===== config.mk =====
export PLATFORM = sky130hd
export DESIGN_NAME = audio_app
export DESIGN_NICKNAME = d
export VERILOG_FILES = /design/src/rtl/audio_app.sv
export SDC_FILE = /design/constraint.sdc
export NUM_CORES = 1
export LEC_CHECK = 0
export BUFFER_PORTS_ARGS = -buffer_cell sky130_fd_sc_hd__buf_2
export CORE_ASPECT_RATIO = 0.5
export CORE_MARGIN = 4
export CORE_UTILIZATION = 30
export DETAILED_ROUTE_END_ITERATION = 7
export PLACE_DENSITY_LB_ADDON = 0.12
export REMOVE_ABC_BUFFERS = 1
export SLEW_MARGIN = 15
export SYNTH_ARGS = -nofsm -noshare
export SYNTH_HDL_FRONTEND = slang
export SYNTH_SLANG_ARGS = --single-unit

===== constraint.sdc =====
create_clock -name clk -period 4.9 [get_ports clk]
set_clock_uncertainty 0.05 [all_clocks]
set_input_delay 0.245 -clock clk [delete_from_list [all_inputs] [get_ports clk]]
set_output_delay 0.245 -clock clk [all_outputs]
set_load 0.05 [all_outputs]

===== src/rtl/audio_app.sv =====
// -----------------------------------------------------------------------------
// audio_app
//   Four-channel 16-bit audio sample processor with a serial programming port.
//   Each channel owns a 3-bit mode register that selects the operation applied
//   to its input sample; the result is registered (one-cycle latency).  Modes
//   are loaded through a 6-bit serial command clocked in while prgrm_go_ is low.
//
// Ports
//   clk        in   1   system clock, rising edge
//   rst_       in   1   asynchronous reset, active-low
//   di_0..di_3 in  16   signed input samples, channels 0-3
//   do_0..do_3 out 16   registered processed samples, channels 0-3
//   prgrm_in   in   1   serial command data, sampled while prgrm_go_ is low
//   prgrm_go_  in   1   program window, active-low
//   err_       out  1   programming error flag, active-low, registered
//
// Modes
//   000 pass   001 mute   010 negate   011 asr 1   100 asr 2
//   101 x2     110 abs    111 pass
//
// Command (first-sampled bit first)
//   opcode(=0), channel[1:0] MSB first, mode[2:0] MSB first
//
// Configuration
//   AUDIO_APP_SAT_EN  defined   : negate/abs/x2 saturate on overflow
//                     undefined : negate/abs/x2 wrap in two's complement
// -----------------------------------------------------------------------------
module audio_app (
    input  logic        clk,
    input  logic        rst_,
    input  logic [15:0] di_0,
    input  logic [15:0] di_1,
    input  logic [15:0] di_2,
    input  logic [15:0] di_3,
    output logic [15:0] do_0,
    output logic [15:0] do_1,
    output logic [15:0] do_2,
    output logic [15:0] do_3,
    input  logic        prgrm_in,
    input  logic        prgrm_go_,
    output logic        err_
);

    // IDLE : no window in progress
    // RECV : collecting command bits of a window that is still valid
    // DROP : window already in error, remaining low cycles are ignored
    typedef enum logic [1:0] {
        ST_IDLE,
        ST_RECV,
        ST_DROP
    } prog_state_e;

    localparam logic [2:0] CMD_LEN = 3'd6;

    prog_state_e       state_q, state_d;
    logic [2:0]        cnt_q, cnt_d;      // low cycles seen in the current window
    logic [4:0]        shift_q, shift_d;  // {channel[1:0], mode[2:0]} once complete
    logic              err_q, err_d;
    logic [3:0][2:0]   mode_q, mode_d;
    logic [3:0][15:0]  di_w;
    logic [3:0][15:0]  do_q, do_d;

    assign di_w = {di_3, di_2, di_1, di_0};

    // -------------------------------------------------------------------------
    // Sample arithmetic
    // -------------------------------------------------------------------------
    function automatic logic [15:0] negate(input logic [15:0] x);
`ifdef AUDIO_APP_SAT_EN
        // -(-32768) is not representable: clamp to the largest positive value
        if (x == 16'h8000) begin
            return 16'h7FFF;
        end
        return ~x + 16'd1;
`else
        return ~x + 16'd1;
`endif
    endfunction

    function automatic logic [15:0] double(input logic [15:0] x);
`ifdef AUDIO_APP_SAT_EN
        // Overflow exactly when the two top bits differ; clamp toward the sign
        if (x[15] ^ x[14]) begin
            return x[15] ? 16'h8000 : 16'h7FFF;
        end
        return {x[14:0], 1'b0};
`else
        return {x[14:0], 1'b0};
`endif
    endfunction

    function automatic logic [15:0] process(input logic [2:0] mode, input logic [15:0] x);
        logic [15:0] r;
        r = x;
        case (mode)
            3'b001:  r = '0;
            3'b010:  r = negate(x);
            3'b011:  r = {x[15], x[15:1]};
            3'b100:  r = {{2{x[15]}}, x[15:2]};
            3'b101:  r = double(x);
            3'b110:  r = x[15] ? negate(x) : x;
            default: r = x;
        endcase
        return r;
    endfunction

    // -------------------------------------------------------------------------
    // Datapath: runs every cycle regardless of programming activity
    // -------------------------------------------------------------------------
    always_comb begin
        do_d = '0;
        for (int unsigned n = 0; n < 4; n++) begin
            do_d[n] = process(mode_q[n], di_w[n]);
        end
    end

    // -------------------------------------------------------------------------
    // Programming FSM: next state
    // -------------------------------------------------------------------------
    always_comb begin
        state_d = state_q;
        cnt_d   = cnt_q;
        shift_d = shift_q;
        err_d   = err_q;
        mode_d  = mode_q;

        case (state_q)
            ST_IDLE: begin
                if (!prgrm_go_) begin
                    // First low cycle: this bit is the opcode.  A bad opcode
                    // wins over the release of err_ in the same cycle.
                    if (prgrm_in) begin
                        err_d   = 1'b0;
                        state_d = ST_DROP;
                    end else begin
                        err_d   = 1'b1;
                        cnt_d   = 3'd1;
                        shift_d = '0;
                        state_d = ST_RECV;
                    end
                end
            end

            ST_RECV: begin
                if (!prgrm_go_) begin
                    if (cnt_q == CMD_LEN) begin
                        // Seventh low cycle: window too long
                        err_d   = 1'b0;
                        state_d = ST_DROP;
                    end else begin
                        shift_d = {shift_q[3:0], prgrm_in};
                        cnt_d   = cnt_q + 3'd1;
                    end
                end else begin
                    if (cnt_q == CMD_LEN) begin
                        mode_d[shift_q[4:3]] = shift_q[2:0];
                    end else begin
                        err_d = 1'b0;
                    end
                    cnt_d   = '0;
                    state_d = ST_IDLE;
                end
            end

            ST_DROP: begin
                if (prgrm_go_) begin
                    cnt_d   = '0;
                    state_d = ST_IDLE;
                end
            end

            default: begin
                state_d = ST_IDLE;
                cnt_d   = '0;
            end
        endcase
    end

    // -------------------------------------------------------------------------
    // Registers
    // -------------------------------------------------------------------------
    always_ff @(posedge clk or negedge rst_) begin
        if (!rst_) begin
            state_q <= ST_IDLE;
            cnt_q   <= '0;
            shift_q <= '0;
            err_q   <= 1'b1;
            mode_q  <= '0;
            do_q    <= '0;
        end else begin
            state_q <= state_d;
            cnt_q   <= cnt_d;
            shift_q <= shift_d;
            err_q   <= err_d;
            mode_q  <= mode_d;
            do_q    <= do_d;
        end
    end

    assign do_0 = do_q[0];
    assign do_1 = do_q[1];
    assign do_2 = do_q[2];
    assign do_3 = do_q[3];
    assign err_ = err_q;

endmodule


==> parameters.txt <==
Parameter                              Value

Status
  Result of the run ... complete, no violations

Critical path
  WP data arrival ... 2.59 ns
  Number of cells on the worst reg-to-reg path ... 4
  Startpoint types ... flip-flop
  Type of the worst setup path ... reg -> reg
  Slowest library cell on the worst path ... sky130_fd_sc_hd__dfrtp_1
  Required time at the endpoint of the critical path ... 5.08 ns
  Cell-by-cell listing of the critical path ... nor2b_1 -> nor2_1 -> or4_1 -> o221a_2
  Kind of cell adding the most delay to the critical path ... simple AND/OR/NAND/NOR gates
  Kind of capture point of the worst setup path ... flip-flop
  Max Fanout on Critical Path ... 31
  R2r setup slk ... 2.49 ns
  Launch instance of the worst register-to-register path ... mode_q[11]
  Worst reg2reg path endpoint ... do_3[14]
  WP buf/inv ... 0
  Maximum cell stage delay along the critical path ... 0.93 ns

Min path
  Worst hold path type ... in -> reg
  Instance count along the most critical hold path ... 3
  Hold Path End ... do_0[0]
  Start point of the worst hold path ... di_0[0]

Clock network
  Num Clock Sinks ... 87
  Clock-pin transition on the worst setup and hold timing paths ... 0.07 ns
  Total setup buffers inserted after CTS ... 0
  Clock insertion delay at the later pin of the skew report ... 0.35 ns
  Clock tree from TritonCTS ... yes
  CTS Buffer Depth ... 2
  Clock buffers created by TritonCTS ... 9
  Maximum level of the CTS H-tree ... 3
  Library cell used as clock root buffer ... sky130_fd_sc_hd__clkbuf_16

Floorplan
  Initial core utilization ... 30.8%
  Std-Cell Rows ... 38
  Overall die height ... 114 um
  Top-level I/O count ... 133
  Placeable core area ... 21800 um2
  Horizontal die dimension ... 220 um
  Area enclosed by the die boundary ... 25000 um2

STA
  Peak Freq ... 415 MHz
  RSZ-0062 raised after global routing ... false
  Least-Margin Pin Slew ... 0.991 ns
  Number of failing hold endpoints at the final stage ... 0
  Setup violation total in the final timing report ... 0
  Worst relative slew slack ... 33.2%
  Share of the cycle needed by the critical path after routing ... 49.2%
  Setup WS post-layout ... 2.49 ns
  Tmin final ... 2.41 ns
  Final total negative setup slack ... 0 ns
  Max-slew violation count ... 0

Final layout
  Fillers ... 2277
  Count of antenna diodes in the layout ... 0
  Multi-input combinational cell area ... 4120 um2
  Nets@finish ... 971
  Share of final-layout standard cells stronger than drive strength 1 ... 20.6%
  Register Area ... 2180 um2
  Finished Core Util ... 35.8%
  Area growth from synthesis to layout ... 16.4%

Placed design
  Count of input and output buffers ... 132
  Routability-driven placement congestion ratio ... 0.833
  Pre-CTS setup slack ... 2.39 ns
  HPWL reported at the end of detailed placement ... 14.6 mm

Power
  Reg power frac ... 40.7%
  Combinational power share ... 18.0%
  LEAKAGE ... 3.04 nW
  IR drop worst, VDD ... 0.000120 V
  Net Sw Frac ... 31.4%
  P_sw ... 0.593 mW
  Internal power ... 1.30 mW
  Clock share of power ... 41.3%
  Power per cell area ... 242 nW/um2
  Post-layout total power ... 1.89 mW

Global route
  Vias in the first global route ... 6237
  Global-route congestion overflow total ... 0
  Maximum number of pins on one net before global-route repair ... 49
  Antenna violations before repair ... 0
  First-pass GRT wire length ... 34.3 mm
  Total global routing track utilization ... 16.8%

Yosys
  Share of synthesized registers carrying an async set or reset ... 100%
  Synth Cell Area ... 6720 um2
  Number of distinct library cells after synthesis ... 70
  Flop and latch count out of synthesis ... 87
  Number of enable-type register cells in the synthesized netlist ... 0
  Count of mapped cells out of synthesis ... 822
  Prevailing post-synth register cell ... sky130_fd_sc_hd__dfrtp_1
  Avg Cell Area, Syn ... 8.17 um2
  Count of warnings emitted by yosys ... 0
  Sequential element share of the synthesized area ... 32.4%

Flow run
  Maximum capacitance violations ... 0

Routing
  Via count ... 6617
  Number of DRC markers after the initial detailed-route iteration ... 585
  Detailed-route wire length ... 21.1 mm
  DR vias/cell ... 5.52
  Remaining DRCs ... 0
  Wirelength per Cell ... 17.6 um
  Detail Route Antenna Nets ... 0
  Pre-Repair DR Iteration Count ... 7
synth_stat cells (all sizes together) (10+ instances only):
cell | n | share of area [%]
nor4 | 20 | 1.9
a21oi | 36 | 2.7
nand2 | 62 | 3.5
nand2b | 12 | 1.1
dfrtp | 86 | 32
nor3 | 22 | 1.6
o21ai | 79 | 5.9
nand3b | 10 | 1.1
or3 | 12 | 1.2
mux2 | 17 | 2.9
inv | 28 | 1.6
ha | 10 | 1.9
o311ai | 17 | 2.2
o211ai | 19 | 2.1
nor2b | 26 | 2.4
nor3b | 10 | 1.2
a22o | 29 | 3.8
nand3 | 18 | 1.3
a222oi | 11 | 1.6
mux2i | 16 | 2.4
nor2 | 49 | 2.7
a22oi | 25 | 2.8
clkbuf | 70 | 3.9
or4 | 13 | 1.6
per-layer routing:
layer | GRT usage [%] | vias to the layer above | share of wire [%]
li1 | - | 3243 | -
met3 | 3.43 | 15 | 5.1
met5 | 0 | - | 0
met2 | 25.4 | 187 | 44
met1 | 24.6 | 3172 | 49
met4 | 3.72 | 0 | 1.2
cell usage in the layout, fill, tap and decap left out, types with 8 or more instances in the layout:
cell type / instances
sky130_fd_sc_hd__nor2b_1: 26
sky130_fd_sc_hd__a22o_1: 28
sky130_fd_sc_hd__a22oi_1: 25
sky130_fd_sc_hd__a222oi_1: 11
sky130_fd_sc_hd__clkbuf_16: 9
sky130_fd_sc_hd__nand2_1: 62
sky130_fd_sc_hd__o311ai_0: 15
sky130_fd_sc_hd__dfrtp_1: 86
sky130_fd_sc_hd__inv_1: 28
sky130_fd_sc_hd__o21ai_0: 73
sky130_fd_sc_hd__a21oi_1: 36
sky130_fd_sc_hd__ha_1: 10
sky130_fd_sc_hd__buf_2: 131
sky130_fd_sc_hd__nand3b_1: 10
sky130_fd_sc_hd__or3_1: 11
sky130_fd_sc_hd__nand3_1: 18
sky130_fd_sc_hd__nor4_1: 20
sky130_fd_sc_hd__nand2b_1: 12
sky130_fd_sc_hd__mux2_2: 17
sky130_fd_sc_hd__or4_1: 11
sky130_fd_sc_hd__nor3b_1: 9
sky130_fd_sc_hd__o211ai_1: 19
sky130_fd_sc_hd__nand4_1: 8
sky130_fd_sc_hd__nor2_1: 49
sky130_fd_sc_hd__nor3_1: 22
sky130_fd_sc_hd__mux2i_1: 16
worst min-delay path, cell delays in order:
cell and delay (ns):
sky130_fd_sc_hd__buf_2 0.13, sky130_fd_sc_hd__nand2_1 0.05, sky130_fd_sc_hd__nand2_1 0.04
power by group through the flow:
stage	Clock (mW)	Sequential [mW]	Combinational (mW)
after detailed placement	0	0.783	0.341
final	0.779	0.769	0.340
after floorplan	0	0.885	0.0879
after global placement	0	0.783	0.341
after CTS	0.818	0.769	0.343
after global routing	0.843	0.773	0.370
metrics by stage:
stage               instances  hold WS [ns]  cell area, um2
finish                   1198         0.103            7820
global route             1198         0.111            7820
CTS                      1198        0.0881            7820
detailed placement       1181         0.249            7480
global placement         1181         0.249            7480
floorplan                 744        -0.101            6410
logic make-up (layout without fill, tap and decap cells):
kind of cell / count (synthesis) / count (layout) / synth area share [%]
compound gates: 283 / 283 / 29.2
xor+xnor: 13 / 13 / 1.70
fa+ha+maj: 10 / 10 / 1.86
buf+inv: 107 / 183 / 6.22
flops: 87 / 87 / 32.4
mux: 33 / 33 / 5.23
simple gates: 289 / 289 / 23.4
flip-flops by register name (all words and copies together), names as in the netlist:
| register | count |
|---|---|
| do_0 | 16 |
| state_q | 2 |
| do_3 | 16 |
| err_ | 1 |
| shift_q | 5 |
| do_2 | 16 |
| cnt_q | 3 |
| mode_q | 12 |
| do_1 | 16 |
worst max path at each step:
stage | startpoint | to | slack, ns | cells past startpoint
after detailed placement | di_2[1] | do_2[15] | 2.39 | 8
after CTS | mode_q[8] | do_2[7] | 2.52 | 4
final | mode_q[11] | do_3[14] | 2.49 | 4
after global placement | di_3[0] | do_3[14] | 2.41 | 7
after floorplan | di_0[11] | do_0[15] | 2.71 | 7
after global routing | mode_q[8] | do_2[7] | 2.26 | 4
final cells by class:
type	instances	area share, %
Inverter	29	1.39
Clock inverter	6	1.18
Tap cell	300	4.80
Timing Repair Buffer	138	9.09
Sequential cell	87	27.9
Clock buffer	10	2.93
Multi-Input combinational cell	628	52.7
what timing repair did:
| item | 4_1_cts | 5_1_grt |
|---|---|---|
| hold buffers | 1 | 0 |
| endpoints found under the hold margin | 39 | 0 |
| resized for setup | 0 | 0 |
(Power assumes the default switching activity.)
